<file path="src/rtl/conv_pe_seq_if.sv">
// Job/result bus for the sequential convolution MAC PE.
// The PE connects as slave: it takes the job from the source and offers the result.
interface conv_pe_seq_if #(
    parameter int DW    = 8,
    parameter int WW    = 8,
    parameter int BW    = 16,
    parameter int KTAPS = 9,
    parameter int CH    = 2,
    parameter int ACCW  = 20,
    parameter int OW    = 8
);
    logic                        in_valid;
    logic                        in_ready;
    logic [CH*KTAPS*DW-1:0]      data_i;
    logic [CH*KTAPS*WW-1:0]      weight_i;
    logic signed [BW-1:0]        bias_i;
    logic                        out_valid;
    logic                        out_ready;
    logic signed [ACCW-1:0]      acc_o;
    logic signed [OW-1:0]        q_o;

    modport master (
        output in_valid, data_i, weight_i, bias_i, out_ready,
        input  in_ready, out_valid, acc_o, q_o
    );
    modport slave (
        input  in_valid, data_i, weight_i, bias_i, out_ready,
        output in_ready, out_valid, acc_o, q_o
    );
endinterface

</file>
<file path="src/rtl/conv_pe_seq.sv">
// Sequential MAC PE: latches a CH x KTAPS window plus bias, runs one signed MAC per
// cycle in channel-major order, then offers raw accumulator and requantized output.
module conv_pe_seq #(
    parameter int DW    = 8,
    parameter int WW    = 8,
    parameter int BW    = 16,
    parameter int KTAPS = 9,
    parameter int CH    = 2,
    parameter int ACCW  = 20,
    parameter int OW    = 8,
    parameter int SHIFT = 0,
    parameter int RELU  = 0
) (
    input  logic          clk,
    input  logic          rst_n,
    conv_pe_seq_if.slave  bus
);
    localparam int N  = CH * KTAPS;
    localparam int SW = $clog2(N + 1);
    localparam logic [SW-1:0] LAST = SW'(N - 1);
    localparam logic signed [ACCW-1:0] QMAX = ACCW'((64'sd1 <<< (OW - 1)) - 64'sd1);
    localparam logic signed [ACCW-1:0] QMIN = ~QMAX;

    typedef enum logic [1:0] {IDLE, RUN, DONE} state_e;

    state_e                     state_q, state_d;
    logic [SW-1:0]              s_q, s_d;
    logic signed [ACCW-1:0]     acc_q, acc_d, acc_sum;
    logic signed [OW-1:0]       q_q, q_d;
    logic [N-1:0][DW-1:0]       data_q;
    logic [N-1:0][WW-1:0]       weight_q;
    logic signed [DW+WW-1:0]    prod;
    logic                       accept;

    function automatic logic signed [OW-1:0] quant(input logic signed [ACCW-1:0] a);
        logic signed [ACCW-1:0] t;
        t = a >>> SHIFT;
        if (RELU != 0 && t[ACCW-1]) t = '0;
        if (t > QMAX)      t = QMAX;
        else if (t < QMIN) t = QMIN;
        return t[OW-1:0];
    endfunction

    assign prod    = $signed(data_q[s_q]) * $signed(weight_q[s_q]);
    assign acc_sum = acc_q + {{(ACCW-DW-WW){prod[DW+WW-1]}}, prod};

    assign bus.in_ready  = (state_q == IDLE) || (state_q == DONE && bus.out_ready);
    assign bus.out_valid = (state_q == DONE);
    assign bus.acc_o     = acc_q;
    assign bus.q_o       = q_q;
    assign accept        = bus.in_valid && bus.in_ready;

    always_comb begin
        state_d = state_q;
        s_d     = s_q;
        acc_d   = acc_q;
        q_d     = q_q;
        case (state_q)
            RUN: begin
                acc_d = acc_sum;
                s_d   = s_q + SW'(1);
                if (s_q == LAST) begin
                    state_d = DONE;
                    s_d     = '0;
                    q_d     = quant(acc_sum);
                end
            end
            DONE:    if (bus.out_ready && !bus.in_valid) state_d = IDLE;
            default: ;
        endcase
        // A new job overrides everything, including the DONE->IDLE drop.
        if (accept) begin
            state_d = RUN;
            s_d     = '0;
            acc_d   = {{(ACCW-BW){bus.bias_i[BW-1]}}, bus.bias_i};
        end
    end

    always_ff @(posedge clk or negedge rst_n) begin
        if (!rst_n) begin
            state_q  <= IDLE;
            s_q      <= '0;
            acc_q    <= '0;
            q_q      <= '0;
            data_q   <= '0;
            weight_q <= '0;
        end else begin
            state_q <= state_d;
            s_q     <= s_d;
            acc_q   <= acc_d;
            q_q     <= q_d;
            if (accept) begin
                data_q   <= bus.data_i;
                weight_q <= bus.weight_i;
            end
        end
    end
endmodule

</file>
<file path="src/flat_wrapper.sv">
// flat-port wrapper written by rule: the top's interface ports become plain ports
module conv_pe_seq_flat 
#(
    parameter int DW    = 8,
    parameter int WW    = 8,
    parameter int BW    = 16,
    parameter int KTAPS = 9,
    parameter int CH    = 2,
    parameter int ACCW  = 20,
    parameter int OW    = 8,
    parameter int SHIFT = 0,
    parameter int RELU  = 0
)
  (clk, rst_n, bus_in_valid, bus_data_i, bus_weight_i, bus_bias_i, bus_out_ready, bus_in_ready, bus_out_valid, bus_acc_o, bus_q_o);
  conv_pe_seq_if #(.DW(DW), .WW(WW), .BW(BW), .KTAPS(KTAPS), .CH(CH), .ACCW(ACCW), .OW(OW)) bus_i ();
  input  logic clk;
  input  logic rst_n;
  input wire logic [$bits(bus_i.in_valid)-1:0] bus_in_valid;
  input wire logic [$bits(bus_i.data_i)-1:0] bus_data_i;
  input wire logic [$bits(bus_i.weight_i)-1:0] bus_weight_i;
  input wire logic [$bits(bus_i.bias_i)-1:0] bus_bias_i;
  input wire logic [$bits(bus_i.out_ready)-1:0] bus_out_ready;
  output wire logic [$bits(bus_i.in_ready)-1:0] bus_in_ready;
  output wire logic [$bits(bus_i.out_valid)-1:0] bus_out_valid;
  output wire logic [$bits(bus_i.acc_o)-1:0] bus_acc_o;
  output wire logic [$bits(bus_i.q_o)-1:0] bus_q_o;
  assign bus_i.in_valid = bus_in_valid;
  assign bus_i.data_i = bus_data_i;
  assign bus_i.weight_i = bus_weight_i;
  assign bus_i.bias_i = bus_bias_i;
  assign bus_i.out_ready = bus_out_ready;
  assign bus_in_ready = bus_i.in_ready;
  assign bus_out_valid = bus_i.out_valid;
  assign bus_acc_o = bus_i.acc_o;
  assign bus_q_o = bus_i.q_o;
  conv_pe_seq #(.DW(DW), .WW(WW), .BW(BW), .KTAPS(KTAPS), .CH(CH), .ACCW(ACCW), .OW(OW), .SHIFT(SHIFT), .RELU(RELU)) u_core (.clk(clk), .rst_n(rst_n), .bus(bus_i));
endmodule
</file>
<file path="config.mk">
export PLATFORM = sky130hd
export DESIGN_NAME = conv_pe_seq_flat
export DESIGN_NICKNAME = d
export VERILOG_FILES = /design/src/rtl/conv_pe_seq_if.sv /design/src/rtl/conv_pe_seq.sv /design/src/flat_wrapper.sv
export SDC_FILE = /design/constraint.sdc
export NUM_CORES = 1
export LEC_CHECK = 0
export BUFFER_PORTS_ARGS = -buffer_cell sky130_fd_sc_hd__buf_2
export CORE_MARGIN = 2
export CORE_UTILIZATION = 42
export DETAILED_ROUTE_END_ITERATION = 10
export RECOVER_POWER = 100
export SLEW_MARGIN = 20
export SYNTH_ARGS = -nofsm -noshare
export SYNTH_HDL_FRONTEND = slang
export SYNTH_SLANG_ARGS = --single-unit
</file>
<file path="constraint.sdc">
create_clock -name clk -period 14.2 [get_ports clk]
set_input_delay 1.42 -clock clk [delete_from_list [all_inputs] [get_ports clk]]
set_output_delay 1.42 -clock clk [all_outputs]
set_load 0.1 [all_outputs]
</file>
# Word-level counts from Yosys, hierarchy flattened
# Cells that the tools add are included.
# totals
ff_bits	323
latch_bits	0
mem_bits_rw	0
romBits	0
input_bits	308
output_inout_bits	30
wordCells	76
n_memories	0
# classes
addsub	2
n_mul	1
div	0
order_cmp	3
n_eq_ne	5
shift	0
muxes	15
n_bitwise	0
n_reduce_logical	10
# ops
operator	count
8-bit binary-select mux with 5-bit select	2
20-bit 2-to-1 mux	2
8-bit 2-to-1 mux	4
20-bit adder	1
20-bit by 8-bit greater-than comparator with 1-bit output, second input constant	1
20-bit by 8-bit less-than comparator with 1-bit output, second input constant	1
8-bit by 8-bit multiplier with 16-bit output	1
5-bit 2-to-1 mux	3
5-bit by 6-bit less-than comparator with 1-bit output, second input constant	1
2-bit 2-to-1 mux	3
3-bit by 1-bit inequality test with 1-bit output, second input constant	2
5-bit by 1-bit adder with 5-bit output, second input constant	1
5-bit equality test, second input constant	1
2-bit one-hot mux with 2 select lines	1
1-bit logical AND	3
3-bit AND reduction	1
3-bit nonzero test	1
2-bit by 1-bit equality test with 1-bit output, second input constant	1
2-bit equality test, second input constant	1
2-bit zero test	1
2-bit AND reduction	1
2-bit nonzero test	1
1-bit zero test	1
1-bit logical OR	1

# Logic depth before layout (Yosys ltp)
# Gate-level depths: netlist (run 1).
# logic_depth
depth_word	7
mapped_depth	34
depth_no_buf	31

# Least setup slack after synthesis (run 1)
# Ideal clock, no wire load.
# synth_path
kind	register to register
startpoint	reg u_core.s_q[0]
endpoint	reg u_core.q_q[6], in the netlist u_core.bus.q_o[6]
setup_ps	90
arrival_time_ps	7724
t_required_ps	14110
path_slack_ps	6386
path_stages_with_launch	30
n_path_buf	2
period_less_slack_ps	7814
path_cell_list	dfrtp_1 -> buf_2 -> buf_2 -> mux4_2 -> mux4_2 -> a21oi_2 -> nand2b_1 -> fa_1 -> fa_1 -> inv_1 -> fa_1 -> inv_1 -> fa_1 -> inv_1 -> ha_1 -> a21oi_1 -> o21bai_1 -> a21oi_1 -> o21bai_1 -> a21oi_1 -> nand3b_1 -> nand3_1 -> ha_1 -> a21oi_1 -> o221ai_1 -> a2111oi_4 -> nor2_2 -> a2111oi_4 -> nand3_2 -> o221ai_1
# synth_via
elab_chain_cells	7
word_cells_on_any_way	12
classes_between	add/sub: 1; mul: 1; order compare: 2; eq/ne: 1; mux: 6; reduce/logical: 1
# synth_lines
element	line_no	text
start: declaration	conv_pe_seq.sv:27	logic [SW-1:0] s_q, s_d;
start signal: assignment	conv_pe_seq.sv:82	s_q <= '0;
start signal: assignment	conv_pe_seq.sv:89	s_q <= s_d;
8-bit binary-select mux with 5-bit select	conv_pe_seq.sv:44	assign prod = $signed(data_q[s_q]) * $signed(weight_q[s_q]);
8-bit 2-to-1 mux (not written as such)	conv_pe_seq.sv:44	
8-bit by 8-bit multiplier with 16-bit output	conv_pe_seq.sv:44	
20-bit adder	conv_pe_seq.sv:45	assign acc_sum = acc_q + {{(ACCW-DW-WW){prod[DW+WW-1]}}, prod};
20-bit by 8-bit less-than comparator with 1-bit output	conv_pe_seq.sv:40	else if (t < QMIN) t = QMIN;
8-bit 2-to-1 mux	conv_pe_seq.sv:40	
8-bit 2-to-1 mux	conv_pe_seq.sv:39	if (t > QMAX) t = QMAX;
end signal: assignment	conv_pe_seq.sv:91	q_q <= q_d;
end: declaration	conv_pe_seq.sv:29	logic signed [OW-1:0] q_q, q_d;
# Several ways; a longest one is shown, not always the timed one. The select of a mux whose other input is x is not followed.
# A chain may end at the register's enable or synchronous reset.

# Worst setup path in the final report (run 1)
# layout_path
startpoint	reg u_core.s_q[1]
endpoint	reg u_core.q_q[3], in the netlist u_core.bus.q_o[3]
# The elaborated chain is that of the path after synthesis.

==> results of run 1 <==
-- Yosys cell counts, types with 7 or more instances --
cell type | instances | area (um^2)
nor3_1 | 8 | 40.0
a21oi_2 | 16 | 140
o221ai_1 | 8 | 70.1
nand3_1 | 19 | 95.1
ha_1 | 53 | 663
nand2_1 | 914 | 3430
a21o_1 | 10 | 75.1
inv_1 | 101 | 379
a21oi_1 | 29 | 145
dfrtp_1 | 323 | 8080
mux2i_1 | 28 | 280
nor2b_1 | 10 | 62.6
clkbuf_1 | 82 | 308
a21boi_0 | 7 | 52.6
fa_1 | 56 | 1120
o21ai_0 | 32 | 160
xnor2_1 | 24 | 210
mux4_2 | 80 | 1800
nor2_1 | 85 | 319
buf_2 | 11 | 55.1
-- per-layer routing --
layer,vias to the layer above,share of wire,GRT usage
met5,-,0,0
met4,0,0.026,0.0735
met3,69,0.050,0.0321
met2,446,0.48,0.397
met1,7497,0.44,0.336
li1,7098,-,-
-- cells by family (layout without fill, tap and decap cells) --
group,after synthesis,after routing,synth area share
AND/OR/NAND/NOR,1081,1081,0.231
flip-flops,323,323,0.438
buffers and inverters,203,513,0.0433
AO/OA/AOI/OAI,156,156,0.0625
adder cells (fa/ha/maj),109,109,0.0968
multiplexers,108,108,0.113
XOR/XNOR,30,30,0.0154
-- state kept, by name (all words and copies together), names as in the netlist --
name and flops:
u_core.data_q 144, u_core.weight_q 144, u_core.bus.acc_o 20, u_core.bus.q_o 8
u_core.s_q 5, u_core.state_q 2
-- path summary, 6_finish.rpt --
kind,end,cells after the start,slack [ns],start
worst max-delay path,u_core.bus.q_o[3],27,2.97,u_core.s_q[1]
worst min-delay path,u_core.weight_q[90],2,0.47,u_core.weight_q[90]
worst max register to register,u_core.bus.q_o[3],27,2.97,u_core.s_q[1]
worst min register to register,u_core.weight_q[90],2,0.47,u_core.weight_q[90]
max in group asynchronous,u_core.data_q[139],3,4.44,rst_n
min in group asynchronous,u_core.weight_q[91],1,2.87,rst_n
-- tightest hold or removal path: stages (launching register included) --
cell     delay (ns)
dfrtp_1        0.34
nand2_1        0.05
nand2_1        0.05
-- area by class of cell --
cell class              instances  area [um^2]
clock inverters                 8          136
inverters                     102          383
clock buffers                  56         1100
fillers                      4175        21500
flip-flops and latches        323         8090
repair buffers                347         1710
well taps                     585          732
multi-input cells            1484         9530
-- metrics by stage --
step	cells	cell area (um^2)	util
2_1_floorplan	2010	18400	-
5_1_grt	2905	21700	0.502
3_3_place_gp	2841	20600	0.476
6_report	2905	21700	0.502
4_1_cts	2905	21800	0.505
3_5_place_dp	2841	20600	0.476
==> results.md, run 1 <==
Clock tree:
- The number of buffers created by CTS is 38.
- The count of buffers added by post-CTS timing repair for setup is 0.
- The clock net in this run drives a total of around 320 sinks.
- The post-cts hold buffer count is 0.
- The clock latency on the worst-skew pair is 0.56 ns.
- The post-CTS resize count is 0.
- The TritonCTS clock tree is yes.
- The clock tree synthesis step divided the H-tree into 2 levels.
- The cell at the root of the clock tree is clkbuf_16.
- The CTS clock-pin slew for the worst setup and hold paths is 0.06 ns.
- In this run the deepest clock path goes through 3 buffers.

Cells and area:
- From synthesis to final layout, the design area changed by 17.5%.
- 0 antenna diodes ended up in the layout.
- The fraction of layout cells with a size suffix above 1 is 0.209.
- The commonest non-fill, non-tap cell in the layout is nand2_1.
- Leaving out fill and tap cells, the most frequent cells in the layout are 914 x nand2_1, 322 x dfrtp_1, 305 x buf_2.
- After the last flow step, the layout net total stands at approximately 2700.

Die:
- The starting density of the core is 0.427.
- The core region area is between 40000 and 50000 um^2.
- In this run the horizontal extent of the chip is 214 um.
- The number of core rows is 76.
- In this run the count of I/O pins placed on the die edge is 338.
- The die is 214 um tall.
- The area enclosed by the die boundary is between 40000 and 50000 um^2.

Logic synthesis:
- For this run, the leading register cell type out of synthesis is dfrtp_1.
- In the synthesized netlist the async set-or-reset flop fraction comes to 1.00.
- The count of state elements after synthesis is 323.
- The synthesized netlist occupies a cell area of 18400 um^2.
- The number of distinct library cells after synthesis is 65.
- During synthesis, Yosys emitted a total of 0 warnings.
- In the synthesized netlist, the number of instances is 2010.
- A synthesized cell averages 9.17 um^2.
- The number of synthesized flops with an enable pin is 0.
- The sequential element share of the synthesized area is 0.438.
- Synthesis produced a netlist with a net count of 2427.

Timing:
- In the finished design, the share of the clock period the worst path needs comes to 0.791.
- For the final database, setup skew stands at 0.0169 ns.
- The number of setup violations in the final report is 0.
- Measured against its own limit, the worst slew margin works out to -5.37.
- The final max-slew violation count is about 700.
- Setup slack closes at 2.97 ns.
- The smallest clock period supported by the final layout is computed as approximately 11 ns.
- At the pin with the least slew margin, the transition time is 9.55 ns.
- For this run, the top clock speed supported by timing is 89.1 MHz.
- Setup repair after global routing left no endpoint under its margin.
- The number of hold violations in the final report is 0.
- The tightest hold path in the finished design has a slack of 0.469 ns.
- For the final routed database, the setup TNS stands at 0 ns.

Global routing:
- The total overflow left after global routing is 0.
- The maximum number of pins on one net before global-route repair is 227.
- The via count of the first global-routing pass is 15200.
- The number of antenna violations at the first check in global routing is 0.
- In the global route stage, overall resource usage came out at 0.242.
- The wire length of the first global-routing pass is 84500 um.

Drt:
- The first TritonRoute pass finished after 5 iterations.
- The overall routed net length is 54400 um.
- After detailed routing, the number of remaining DRC violations is 0.
- The routed length per placed instance is 18.7 um.
- The number of DRC markers after the initial detailed-route iteration is 1267.
- The count of nets left with antenna violations once routing finished came out at 0.
- Summing over every cut layer, the via total after detailed routing is 15100.
- The detail-routed via count per cell is around 5.2.

Worst hold path:
- The worst hold path belongs to the class reg -> reg.

Critical path:
- The endpoint type of the worst setup path is a flip-flop.
- The largest single stage delay on the critical path is about 2.5 ns.
- Of all nets on the critical path, the largest fanout is 68.
- The data arrival time of the critical path is 11.68 ns.
- In this design, the critical path's most frequently occurring cell is a21oi_1.
- The number of buffers and inverters on the critical path is 2.
- The worst setup path is launched from a flip-flop.
- Among all stages on the critical path, the largest delay is contributed by dfrtp_1.
- The required time at the worst-slack endpoint is 14.66 ns.
- The startpoint-to-endpoint class of the critical path is reg -> reg.
- The category of cells accounting for the largest share of critical-path delay is compound AO/OA/AOI/OAI gates.

Job:
- The number of maximum-capacitance constraint violations is 7.

Placed design:
- The detailed placement HPWL is just over 40000 um.
- At the end of routability-driven placement, the weighted congestion stood at 0.852.
- The count of buffers added on input and output ports is between 300 and 400.
- The worst slack after detailed placement is between 4 and 5 ns.

Outcome:
- The run finished, with violations left.
- The checks that failed: max-capacitance violations, max-slew violations.
Power of run 1 is left out: the tool's default activity adds up to more than one toggle a clock period on the data nets, which glitch-free logic cannot reach.
==> run 2, diff against run 1 <==
Clock period 14.2 ns to 11.1 ns, I/O delays scaled along.
==> run 2 against run 1 <==
Compared with the run above:
- the flow still finishes with violations (max-capacitance violations, max-slew violations)
- wire length about the same
- critical path depth decreased by 18
- final area is 0.27% higher
- via count fell by 0.34%
- die area did not move
- sequential share of layout area shrank 0.084 points
- clock-buffer cell count down 1
- largest cell class unchanged
==> results.md, run 2 (synthesis gave the netlist of run 1 again) <==
Worst hold path:
- The worst hold path belongs to the class reg -> reg.

Cells and area:
- The fraction of layout cells with a size suffix above 1 is 0.211 (+0.00222).
- The commonest non-fill, non-tap cell in the layout is nand2_1.
- The number of antenna repair diodes is 0 (unchanged).
- The post-synthesis to final-layout area growth is 17.9%.
- The area used by multi-input combinational logic is 9540 um^2 (about the same).
- The library cells used most frequently in the layout, excluding fill and tap cells, are 913 x nand2_1, 321 x dfrtp_1, 306 x buf_2.
- The sequential cell area is 8090 um^2 (about the same).
- The filler cell count is 4170 (-0.12%).
- The number of nets in the final layout is 2716 (+0.11%).
- The count of placed standard cells in the final layout, fillers left out is 2909 (+0.14%).

Clock tree:
- The CTS clock-pin slew for the worst setup and hold paths was 0.06 ns (about the same).
- The post-CTS resize count came to 0 (unchanged).
- The count of buffers added by post-CTS timing repair for setup came to 0 (unchanged).
- The total clock sinks was 323 (unchanged).
- In this run the clock root is driven by a clkbuf_16.
- The clock latency on the worst-skew pair was 0.57 ns (about the same).
- The maximum count of clock buffers along a single path is 3 (unchanged).
- The maximum level of the CTS H-tree is 2 (unchanged).
- TritonCTS built the clock tree.
- The number of buffers created by CTS is 37 (-2.6%).
- The post-cts hold buffer count is 0 (unchanged).

Timing:
- The final max-slew violation count is 497 (-29%).
- The setup TNS after final layout is 0 ns (unchanged).
- The slew at the pin closest to its max-slew limit is 5.51 ns (-4.04 ns).
- The post-route minimum period is 9.62 ns (-1.61 ns).
- The worst clock skew is 0.0238 ns (+0.00689 ns).
- The worst slew margin relative to its limit was -2.67 (+2.70).
- The post-route worst hold slack is 0.469 ns (+0.000309 ns).
- The slack of the critical path was 1.48 ns (-1.49 ns).
- The top achievable clock speed was 104 MHz (+17%).
- The number of hold violations in the final report is 0 (unchanged).
- Setup repair after global routing left no endpoint under its margin.
- The number of setup violations in the final report is 0 (unchanged).
- The post-route clock period utilization is 0.867 (+0.0761).

Placed design:
- The worst slack after detailed placement came to 1.62 ns (-2.60 ns).
- The total instance count after detailed placement is 2845 (+0.14%).
- The count of buffers from port buffering was 337 (unchanged).
- The detailed placement HPWL is 40500 um (+0.42%).
- The final weighted congestion in routability-driven placement is 0.904 (+6.1%).

Die:
- The core region area came to 43200 um^2 (unchanged).
- The die span in x is 214 um (unchanged).
- The vertical extent of the die is 214 um (unchanged).
- The top-level I/O count is 338 (unchanged).
- The area enclosed by the die boundary is 45600 um^2 (unchanged).
- The number of core rows came to 76 (unchanged).
- The starting density of the core is 0.427 (unchanged).

Drt:
- The detail-routed via count per cell is 5.18 (-0.48%).
- The overall routed net length was 54400 um (about the same).
- The remaining antenna violation count was 0 (unchanged).
- The number of DRC markers after the initial detailed-route iteration was 1232 (-2.8%).
- The DRC violation count after routing is 0 (unchanged).
- The routed length per placed instance is 18.7 um (-0.18%).
- The total iterations of the first detailed-routing run is 5 (unchanged).
- The vias after detailed routing was 15100 (-0.34%).

Critical path:
- The nature of the critical path startpoint is a flip-flop.
- The startpoint-to-endpoint class of the critical path is reg -> reg.
- The data arrival time of the critical path was 10.01 ns (-1.67 ns).
- The required time at the worst-slack endpoint is 11.49 ns (-3.17 ns).
- The worst setup path is captured at a flip-flop.
- The largest fanout on the critical path is 90 (+32%).
- Traced cell by cell, the critical path runs through inv_1 > ha_1 > a21o_1 > and2_0 > clkbuf_1 > clkbuf_1 > nor2_1 > o21ai_0 > o31ai_1.
- The slowest cell on the critical path is and2_0.
- The library cell appearing most often on the critical path is clkbuf_1.
- The worst stage delay on the critical path was 3.16 ns (+0.63 ns).

Global routing:
- The via count of the first global-routing pass is 15200 (+0.020%).
- The maximum number of pins on one net before global-route repair was 101 (-56%).
- The number of antenna violations at the first check in global routing was 0 (unchanged).
- The wire length of the first global-routing pass is 85000 um (+0.51%).
- The combined global-route utilization of all metal layers is 0.243 (+0.00104).
- The leftover overflow at the end of global routing is 0 (unchanged).

Outcome:
- The flow ran to the end, but the final reports show violations.
- The final reports fail on max-capacitance violations, max-slew violations.

Job:
- The number of maximum-capacitance constraint violations is 6 (-1).
run 2: final timing paths:
check,slack [ns],cells past startpoint,startpoint,end
min,0.47,2,u_core.data_q[63],u_core.data_q[63]
min reg2reg,0.47,2,u_core.data_q[63],u_core.data_q[63]
max reg2reg,1.48,9,u_core.state_q[0],u_core.s_q[3]
min in group asynchronous,2.58,1,rst_n,u_core.data_q[39]
max,1.48,9,u_core.state_q[0],u_core.s_q[3]
max in group asynchronous,2.61,3,rst_n,u_core.data_q[59]
run 2: critical path: cells and delay by family (launching register included):
family,cells,cell delay (ns)
flops,1,0.40
buf+inv,3,4.72
compound gates,3,0.59
simple gates,2,3.46
fa+ha+maj,1,0.23
run 2: stage by stage:
step                 util  cell area, um^2
CTS                 0.505            21800
global route        0.503            21700
finish              0.503            21700
floorplan               -            18400
detailed placement  0.477            20600
global placement    0.477            20600
run 2: final cells by class:
cell class,count,area share
Tap cell,585,0.0337
Multi-Input combinational cell,1484,0.439
Clock buffer,55,0.0508
Inverter,102,0.0176
Timing Repair Buffer,351,0.0801
Sequential cell,323,0.372
Clock inverter,9,0.00668
run 2: metal layers:
metal	track usage	routed length (um)	vias up
met3	0.0305	3050	71
met5	0	0	-
met4	0.0778	1460	0
met2	0.391	25900	485
li1	-	-	7096
met1	0.344	24000	7406
Power of run 2 is left out for the same reason.
==> run 3, diff against run 2 <==
Settings changed: BUFFER_PORTS_ARGS -buffer_cell sky130_fd_sc_hd__buf_2 to -buffer_cell sky130_fd_sc_hd__buf_4.
==> run 3 against run 2 <==
Compared with the run above:
- final area is 3.6% higher
- the flow still finishes with violations (max-capacitance violations, max-slew violations)
- clock skew is 0.0017 ns lower
- worst hold slack worse by 0.00065 ns
- critical endpoint is now u_core.bus.q_o[3]
- via count is 0.22% lower
- clock-buffer cell count stayed put
- die area stayed put
- largest cell class unchanged
==> results.md, run 3 (synthesis gave the netlist of run 1 again) <==
Outcome:
- The flow ran to the end, but the final reports show violations.
- The checks that failed: max-capacitance violations, max-slew violations.

Critical path:
- The worst setup path is launched from a flip-flop.
- The largest fanout on the critical path came to 47 (-48%).
- The depth of the worst register-to-register path is 29 (+20).
- The end of the critical path is u_core.bus.q_o[3].
- The worst setup path is captured at a flip-flop.
- The worst register-to-register path ends at u_core.bus.q_o[3].
- The startpoint-to-endpoint class of the critical path is reg -> reg.
- The slowest stage of the critical path is the xnor2_1 cell.
- In this design, the critical path's most frequently occurring cell is a21oi_1.
- The worst stage delay on the critical path is 0.96 ns (-2.20 ns).
- The required time at the worst-slack endpoint is 11.55 ns (+0.06 ns).
- The data arrival time of the critical path is 10.36 ns (+0.35 ns).
- The start point of the critical path is u_core.s_q[0].
- The reg-to-reg setup timing slack is 1.19 ns (-0.29 ns).
- The startpoint of the worst-slack reg-to-reg timing path is u_core.s_q[0].

Die:
- The die span in x is 214 um (unchanged).
- The core region area is 43200 um^2 (unchanged).
- The top-level I/O count is 338 (unchanged).
- The vertical extent of the die is 214 um (unchanged).
- The number of core rows is 76 (unchanged).
- The starting density of the core came to 0.427 (unchanged).
- The area enclosed by the die boundary came to 45600 um^2 (unchanged).

Timing:
- The setup TNS after final layout came to 0 ns (unchanged).
- The post-route minimum period was 9.91 ns (+0.290 ns).
- The final max-slew violation count was 464 (-6.6%).
- The post-route clock period utilization was 0.893 (+0.0261).
- The top achievable clock speed is 101 MHz (-2.9%).
- The worst clock skew came to 0.0221 ns (-0.00173 ns).
- The slack of the critical path came to 1.19 ns (-0.290 ns).
- Setup repair after global routing left no endpoint under its margin.
- The worst slew margin relative to its limit is -2.42 (+0.248).
- The slew at the pin closest to its max-slew limit is 5.14 ns (-0.373 ns).
- The number of hold violations in the final report is 0 (unchanged).
- The number of setup violations in the final report is 0 (unchanged).

Global routing:
- The combined global-route utilization of all metal layers is 0.247 (+0.00433).
- The wire length of the first global-routing pass is 86300 um (+1.5%).
- The leftover overflow at the end of global routing is 0 (unchanged).
- The maximum number of pins on one net before global-route repair is 231 (+130%).
- The number of antenna violations at the first check in global routing is 2 (+2).
- The via count of the first global-routing pass was 15400 (+1.3%).

Cells and area:
- The commonest non-fill, non-tap cell in the layout is nand2_1.
- The fraction of layout cells with a size suffix above 1 is 0.210 (-0.00111).
- The cell area after layout is 22500 um^2 (+3.6%).
- The area used by multi-input combinational logic is 9520 um^2 (-0.17%).
- The number of antenna repair diodes is 0 (unchanged).
- The filler cell count is 4109 (-1.5%).
- The number of nets in the final layout is 2711 (-0.18%).
- Leaving out fill and tap cells, the most frequent cells in the layout are 914 x nand2_1, 321 x dfrtp_1, 308 x buf_4.
- The area growth from synthesis to layout is 22.2%.
- The sequential cell area was 8090 um^2 (unchanged).

Clock tree:
- The maximum level of the CTS H-tree is 2 (unchanged).
- The maximum count of clock buffers along a single path is 3 (unchanged).
- The tree is rooted in a clkbuf_16.
- The CTS clock-pin slew for the worst setup and hold paths is 0.06 ns (about the same).
- The post-cts hold buffer count is 0 (unchanged).
- The clock latency on the worst-skew pair was 0.57 ns (about the same).
- The count of buffers added by post-CTS timing repair for setup is 0 (unchanged).
- The TritonCTS clock tree is yes.
- The number of buffers created by CTS was 37 (unchanged).
- The post-CTS resize count was 0 (unchanged).
- The total clock sinks is 323 (unchanged).

Drt:
- The overall routed net length came to 55100 um (+1.4%).
- The total iterations of the first detailed-routing run is 5 (unchanged).
- The routed length per placed instance is 19.0 um (+1.4%).
- The detail-routed via count per cell was 5.17 (-0.15%).
- The remaining antenna violation count is 0 (unchanged).
- The vias after detailed routing is 15000 (-0.22%).
- The number of DRC markers after the initial detailed-route iteration is 997 (-19%).
- The DRC violation count after routing is 0 (unchanged).

Placed design:
- The instance area at placement is 21400 um^2 (+4.1%).
- The worst slack after detailed placement is 1.60 ns (-0.0297 ns).
- The detailed placement HPWL came to 40700 um (+0.42%).
- The final weighted congestion in routability-driven placement is 0.891 (-1.5%).
- The count of buffers from port buffering is 337 (unchanged).

Worst hold path:
- The class of the worst hold path is reg -> reg.

Job:
- The number of maximum-capacitance constraint violations is 6 (unchanged).
-- run 3: through the flow --
| step | cells | hold WS (ns) | util |
|---|---|---|---|
| floorplan | 2010 | 0.440 | - |
| global placement | 2840 | 0.453 | 0.496 |
| detailed placement | 2840 | 0.458 | 0.496 |
| CTS | 2907 | 0.472 | 0.526 |
| global route | 2907 | 0.490 | 0.522 |
| finish | 2907 | 0.468 | 0.522 |
-- run 3: area by class of cell --
cell class | count | area share
tap | 585 | 0.0325
clock buffer | 55 | 0.0499
multi-input combinational | 1484 | 0.423
timing repair buffer | 346 | 0.111
sequential | 323 | 0.359
inverter | 102 | 0.0170
clock inverter | 12 | 0.00755
-- run 3: critical path: cells and delay by family (launching register included) --
family | cells | cell delay (ns)
xor+xnor | 1 | 0.96
compound gates | 13 | 3.26
flops | 1 | 0.95
simple gates | 3 | 0.35
fa+ha+maj | 7 | 2.65
mux | 2 | 1.09
buf+inv | 3 | 0.51
-- run 3: layer usage --
metal,track usage,vias up,part of all wire
met2,0.402,452,0.48
met5,0,-,0.00042
met3,0.0324,82,0.053
met1,0.344,7397,0.44
met4,0.0817,4,0.029
li1,-,7090,-
-- run 3: how the worst min path moves through the flow --
stage | start | slack [ns] | cells past startpoint | end
floorplan | u_core.data_q[112] | 0.44 | 2 | u_core.data_q[112]
global placement | u_core.weight_q[69] | 0.45 | 2 | u_core.weight_q[69]
detailed placement | u_core.data_q[95] | 0.46 | 2 | u_core.data_q[95]
CTS | u_core.data_q[95] | 0.47 | 2 | u_core.data_q[95]
global route | u_core.data_q[91] | 0.49 | 2 | u_core.data_q[91]
finish | u_core.data_q[47] | 0.47 | 2 | u_core.data_q[47]
Power of run 3 is left out for the same reason.
